`config.mk`:
```
export PLATFORM = sky130hd
export DESIGN_NAME = eu_operand_collector
export DESIGN_NICKNAME = d
export VERILOG_FILES = /design/src/rtl/eu_operand_collector.sv
export SDC_FILE = /design/constraint.sdc
export NUM_CORES = 2
export LEC_CHECK = 0
export ABC_AREA = 1
export ABC_CLOCK_PERIOD_IN_PS = 45400
export BUFFER_PORTS_ARGS = -buffer_cell sky130_fd_sc_hd__buf_2
export CORE_MARGIN = 2
export CORE_UTILIZATION = 65
export DETAILED_ROUTE_END_ITERATION = 8
export GPL_ROUTABILITY_DRIVEN = 0
export PLACE_DENSITY_LB_ADDON = 0.05
export SYNTH_ARGS = -nofsm -noshare
export SYNTH_HDL_FRONTEND = slang
export SYNTH_SLANG_ARGS = --single-unit
export TNS_END_PERCENT = 1
```
`constraint.sdc`:
```
create_clock -name clk -period 45.4 [get_ports clk]
set_input_delay 13.62 -clock clk [delete_from_list [all_inputs] [get_ports clk]]
set_output_delay 13.62 -clock clk [all_outputs]
set_load 0.03 [all_outputs]
```
`src/rtl/eu_operand_collector.sv`:
```
// eu_operand_collector: multi-slot operand collection with tag-matched capture and oldest-first issue
module eu_operand_collector #(
  parameter int NUM_RX_CHANNELS = 2,
  parameter int NUM_SLOTS = 4,
  parameter int DATA_WIDTH = 32,
  parameter int TAG_WIDTH = 8,
  parameter int OPCODE_WIDTH = 6,
  parameter int CNT_W = $clog2(NUM_SLOTS + 1)
) (
  input  logic                                  clk,
  input  logic                                  reset,
  input  logic                                  flush_i,
  input  logic                                  alloc_valid_i,
  output logic                                  alloc_ready_o,
  input  logic [OPCODE_WIDTH-1:0]               alloc_opcode_i,
  input  logic [2*TAG_WIDTH-1:0]                alloc_src_tag_i,
  input  logic [1:0]                            alloc_src_rdy_i,
  input  logic [2*DATA_WIDTH-1:0]               alloc_src_data_i,
  input  logic [TAG_WIDTH-1:0]                  alloc_dst_tag_i,
  input  logic [NUM_RX_CHANNELS-1:0]            rx_valid_i,
  input  logic [NUM_RX_CHANNELS*TAG_WIDTH-1:0]  rx_tag_i,
  input  logic [NUM_RX_CHANNELS*DATA_WIDTH-1:0] rx_data_i,
  output logic [NUM_RX_CHANNELS-1:0]            rx_ready_o,
  output logic                                  issue_valid_o,
  input  logic                                  issue_ready_i,
  output logic [OPCODE_WIDTH-1:0]               issue_opcode_o,
  output logic [DATA_WIDTH-1:0]                 issue_op0_o,
  output logic [DATA_WIDTH-1:0]                 issue_op1_o,
  output logic [TAG_WIDTH-1:0]                  issue_dst_tag_o,
  output logic [CNT_W-1:0]                      occupancy_o
);
  localparam int SW = $clog2(NUM_SLOTS);
  logic [NUM_SLOTS-1:0]       valid_q, valid_d, cand, oldest;
  logic [OPCODE_WIDTH-1:0]    opcode_q [NUM_SLOTS], opcode_d [NUM_SLOTS];
  logic [TAG_WIDTH-1:0]       dst_q [NUM_SLOTS], dst_d [NUM_SLOTS];
  logic [TAG_WIDTH-1:0]       tag_q [NUM_SLOTS][2], tag_d [NUM_SLOTS][2];
  logic [1:0]                 rdy_q [NUM_SLOTS], rdy_d [NUM_SLOTS];
  logic [DATA_WIDTH-1:0]      data_q [NUM_SLOTS][2], data_d [NUM_SLOTS][2];
  logic [NUM_SLOTS-1:0]       age_q [NUM_SLOTS], age_d [NUM_SLOTS];
  logic                       lock_q, lock_d;
  logic [SW-1:0]              lock_idx_q, lock_idx_d, sel, oldest_idx, free_idx;
  logic [CNT_W-1:0]           occ_q, occ_d;
  logic [NUM_RX_CHANNELS-1:0] rx_match, rx_dup, rx_fire;
  logic                       alloc_fire, issue_fire;

  // A channel repeating a tag already offered by a lower channel waits its turn
  always_comb begin
    rx_match = '0;
    rx_dup = '0;
    for (int c = 0; c < NUM_RX_CHANNELS; c++) begin
      for (int s = 0; s < NUM_SLOTS; s++)
        for (int k = 0; k < 2; k++)
          if (valid_q[s] && !rdy_q[s][k] && tag_q[s][k] == rx_tag_i[c*TAG_WIDTH +: TAG_WIDTH]) rx_match[c] = 1'b1;
      for (int p = 0; p < c; p++)
        if (rx_valid_i[p] && rx_tag_i[p*TAG_WIDTH +: TAG_WIDTH] == rx_tag_i[c*TAG_WIDTH +: TAG_WIDTH]) rx_dup[c] = 1'b1;
    end
    rx_ready_o = rx_valid_i & rx_match & ~rx_dup;
    rx_fire = rx_ready_o & {NUM_RX_CHANNELS{~flush_i}};
  end

  // age_q[i][j] set means slot i is older than slot j
  always_comb begin
    cand = '0;
    oldest = '0;
    oldest_idx = '0;
    free_idx = '0;
    for (int s = 0; s < NUM_SLOTS; s++) cand[s] = valid_q[s] & (&rdy_q[s]);
    for (int i = 0; i < NUM_SLOTS; i++) begin
      oldest[i] = cand[i];
      for (int j = 0; j < NUM_SLOTS; j++)
        if (j != i && cand[j] && !age_q[i][j]) oldest[i] = 1'b0;
    end
    for (int s = NUM_SLOTS - 1; s >= 0; s--) begin
      if (oldest[s]) oldest_idx = SW'(s);
      if (!valid_q[s]) free_idx = SW'(s);
    end
    sel = lock_q ? lock_idx_q : oldest_idx;
    issue_valid_o = lock_q | (|cand);
    issue_opcode_o = issue_valid_o ? opcode_q[sel] : '0;
    issue_op0_o = issue_valid_o ? data_q[sel][0] : '0;
    issue_op1_o = issue_valid_o ? data_q[sel][1] : '0;
    issue_dst_tag_o = issue_valid_o ? dst_q[sel] : '0;
    alloc_ready_o = ~&valid_q;
    occupancy_o = occ_q;
  end

  always_comb begin
    valid_d = valid_q;
    opcode_d = opcode_q;
    dst_d = dst_q;
    tag_d = tag_q;
    rdy_d = rdy_q;
    data_d = data_q;
    age_d = age_q;
    alloc_fire = alloc_valid_i & alloc_ready_o & ~flush_i;
    issue_fire = issue_valid_o & issue_ready_i & ~flush_i;
    for (int s = 0; s < NUM_SLOTS; s++)
      for (int k = 0; k < 2; k++)
        for (int c = 0; c < NUM_RX_CHANNELS; c++)
          if (rx_fire[c] && valid_q[s] && !rdy_q[s][k] && tag_q[s][k] == rx_tag_i[c*TAG_WIDTH +: TAG_WIDTH]) begin
            rdy_d[s][k] = 1'b1;
            data_d[s][k] = rx_data_i[c*DATA_WIDTH +: DATA_WIDTH];
          end
    if (issue_fire) valid_d[sel] = 1'b0;
    if (alloc_fire) begin
      valid_d[free_idx] = 1'b1;
      opcode_d[free_idx] = alloc_opcode_i;
      dst_d[free_idx] = alloc_dst_tag_i;
      rdy_d[free_idx] = alloc_src_rdy_i;
      for (int k = 0; k < 2; k++) begin
        tag_d[free_idx][k] = alloc_src_tag_i[k*TAG_WIDTH +: TAG_WIDTH];
        data_d[free_idx][k] = alloc_src_data_i[k*DATA_WIDTH +: DATA_WIDTH];
      end
      age_d[free_idx] = '0;
      for (int s = 0; s < NUM_SLOTS; s++) age_d[s][free_idx] = valid_q[s];
    end
    if (flush_i) valid_d = '0;
    lock_d = issue_valid_o & ~issue_ready_i & ~flush_i;
    lock_idx_d = sel;
    occ_d = flush_i ? '0 : occ_q + CNT_W'(alloc_fire) - CNT_W'(issue_fire);
  end

  always_ff @(posedge clk or posedge reset)
    if (reset) begin
      valid_q <= '0;
      opcode_q <= '{default: '0};
      dst_q <= '{default: '0};
      tag_q <= '{default: '0};
      rdy_q <= '{default: '0};
      data_q <= '{default: '0};
      age_q <= '{default: '0};
      lock_q <= 1'b0;
      lock_idx_q <= '0;
      occ_q <= '0;
    end else begin
      valid_q <= valid_d;
      opcode_q <= opcode_d;
      dst_q <= dst_d;
      tag_q <= tag_d;
      rdy_q <= rdy_d;
      data_q <= data_d;
      age_q <= age_d;
      lock_q <= lock_d;
      lock_idx_q <= lock_idx_d;
      occ_q <= occ_d;
    end
endmodule

```
==> results_dict.tcl <==
set metrics [dict create \
    status "complete, but fails checks" \
    failed_checks "design-rule violations" \
    multi_input_area_um2 13800 \
    final_core_util_pct 71.9 \
    setup_ws_ps 16060 \
    yosys.cell_types.count 36 \
    fillCellCount 3707 \
    hold_viol 0 \
    cp_cell_sequence "buf_2 > inv_1 > nand2_1 > nand2_1 > inv_1 > nand2_1 > nor2_1 > nand3_1 > nand2_1 > nor2_1 > a21boi_0 > buf_2" \
    skew_ps 20.0 \
    start_util_pct 65.4 \
    crit_path_max_fanout 10 \
    cp_common_cell "nand2_1" \
    ff_latch_area_um2 10200 \
    cts_hold_buf 0 \
    power-per-cell-area_nw_per_um2 38.8 \
    fin_nets 4614 \
    antenna_found_initial 10 \
    maxSlewHeadroom_pct 14.7 \
    vias_per_cell 6.02 \
    syn-cell-area_um2 27300 \
    rows 75 \
    cp_slowest_stage_delay_ps 330 \
    p_sw_w 0.000400 \
    fmax_mhz 34.1 \
    hold_class "flip-flop to flip-flop" \
    grt_pass1_wl_um 155000 \
    fin_setup_tns_ps 0 \
    synthTopCellsByArea "dfrtp_1 (37%), nand2_1 (15%), nor2_1 (11%)" \
    cts_resized 0 \
    overflow 0 \
    peakVddDrop_uv 29.0 \
    crit_path_top_delay_cell "nor2_1" \
    arrival_ps 15720 \
    clkLatencyLatePin_ps 620 \
    leakage_nw 15.9 \
    rsz0062_at_grt "no" \
    required_ps 31780 \
    wire_per_inst_um 20.1 \
    numCtsBuffers 46 \
    setup_viol 0 \
    cts_tree "done" \
    dpl.hpwl_um 58700 \
    ant_nets 0 \
    swShare_pct 34.3 \
    clkTransAtPathRegs_ps 60 \
    cts-htree-levels 2 \
    period_share_pct 64.6 \
    combPwrFrac_pct 25.0 \
    core_area_um2 41800 \
    seq_area_frac_synth_pct 37.2 \
    fin_crit_ps 29340 \
    root_buffer "clkbuf_16" \
    syn_inst 4347 \
    grt_max_degree 182 \
    drt_iter0_markers 4281 \
    numClockSinks 406 \
    pwr-share-clk_pct 35.4 \
    synth_seq_cells 406 \
    port_buffers 267 \
    synth.top_cell.area_share_pct 37.2 \
    cts_max_path_buffers 3 \
    pwr-share-seq_pct 39.5 \
    synth_top_area_cell "dfrtp_1" \
    start_kind "primary input" \
    worst_pin_slew_ps 1280 \
    hold_slack_ps 482 \
    grt_pass1_vias 27700 \
    syn2layout_area_growth_pct 9.86 \
    drtPass1Iterations 9 \
    post-layout-total-power_w 0.00116 \
    end_kind "output port" \
    post-cts-setup-buffers 0 \
    syn_nets 4533 \
    die_h_um 209 \
    synth.avg_cell_area_um2 6.29 \
    dieArea_um2 43700 \
    yosys_warnings 0 \
    drv_slew 0 \
    pin_count 268 \
    drt-total-wl_um 100000 \
    layout_common_cells "nand2_1 (1,100), nor2_1 (766), inv_1 (549), nand3_1 (410), dfrtp_1 (406)" \
    grt_usage_pct 45.6 \
    max_cap_violations 0 \
    drive_gt1_share_pct 9.95 \
    final_common_cell "nand2_1" \
    fp.dieW_um 209 \
    worstSetupPathType "primary input to output port" \
    internal_power_w 0.000764 \
    place_ws_ps 16330 \
    vias 30100 \
    drc_errors 15 \
]
## power by group through the flow
| stage | logic [W] | registers (W) | clock network [W] |
|---|---|---|---|
| floorplan | 0.000204 | 0.000450 | 0 |
| global placement | 0.000276 | 0.000461 | 0 |
| detailed placement | 0.000280 | 0.000462 | 0 |
| CTS | 0.000283 | 0.000456 | 0.000411 |
| global route | 0.000321 | 0.000463 | 0.000427 |
| finish | 0.000291 | 0.000460 | 0.000413 |
## layout make-up
type	count	share of cell area [%]
Clock inverter	20	1.10
Inverter	558	7.02
Timing Repair Buffer	306	5.51
Clock buffer	62	4.37
Multi-Input combinational cell	3110	45.8
Tap cell	539	2.25
Sequential cell	406	33.8
Antenna cell	8	0.0667
## cell usage after synthesis
cell type	instances
nand4_2	1
nor3_1	17
and3_1	4
or2_2	34
buf_2	116
buf_1	9
nor4_1	7
ha_1	2
nand3b_1	8
o21ai_0	219
nor3b_1	2
a21oi_1	385
nand3_1	411
buf_4	8
nor2_4	7
o221ai_1	2
o21a_1	2
nand2_1	1103
inv_1	553
clkbuf_1	118
o211ai_1	3
nand3_4	1
dfrtp_1	406
nor2_1	769
o22ai_1	8
nand2_2	2
and2_1	2
buf_6	22
o2111ai_1	1
fa_1	1
nand4_1	70
xor2_1	26
a21boi_0	1
inv_2	3
xnor2_1	22
clkinv_1	2
## per-layer routing
metal,wire length [um],part of all wire [%],GRT usage (%)
met3,15000,15,13.7
met2,43300,43,67.7
met4,5810,5.8,25.0
met1,36300,36,59.9
met5,48,0.048,0
## worst max-delay path: cells and delay by family
kind	cells	cell delay [ps]
AOI/OAI and AO/OA	1	310
and+or+nand+nor	7	970
buffers and inverters	4	820
## flip-flops by register name (all words and copies together), names as in the netlist
register	flops
age_q	12
dst_q	32
data_q	256
lock_q	1
tag_q	64
rdy_q	8
occupancy_o	3
opcode_q	24
valid_q	4
lock_idx_q	2
## metrics by stage
stage / std cells / area, um2
4_1_cts: 5001 / 30000
3_3_place_gp: 4919 / 28400
2_1_floorplan: 4347 / 27300
3_5_place_dp: 4919 / 28400
5_1_grt: 5008 / 30000
6_report: 5009 / 30000
## kinds of logic after synthesis
kind of cell             Yosys count  share of synthesized area (%)
AND/OR/NAND/NOR                 2438                           37.0
flip-flops                       406                           37.2
XOR/XNOR                          48                           1.54
AO/OA/AOI/OAI                    621                           11.5
adder cells (fa/ha/maj)            3                          0.165
buffers and inverters            831                           12.7
## path summary, 6_finish.rpt
| kind | startpoint | to | slack, ps | cells past startpoint |
|---|---|---|---|---|
| min | age_q[11] | age_q[11] | 480 | 2 |
| max | rx_tag_i[3] | rx_ready_o[0] | 16060 | 12 |
| max in group asynchronous | reset | data_q[28] | 29830 | 5 |
| min in group asynchronous | reset | tag_q[56] | 13080 | 2 |
| max reg2reg | valid_q[0] | rdy_q[3] | 41100 | 11 |
| min reg2reg | age_q[11] | age_q[11] | 480 | 2 |
No activity file was read; power rests on OpenSTA's default activity.
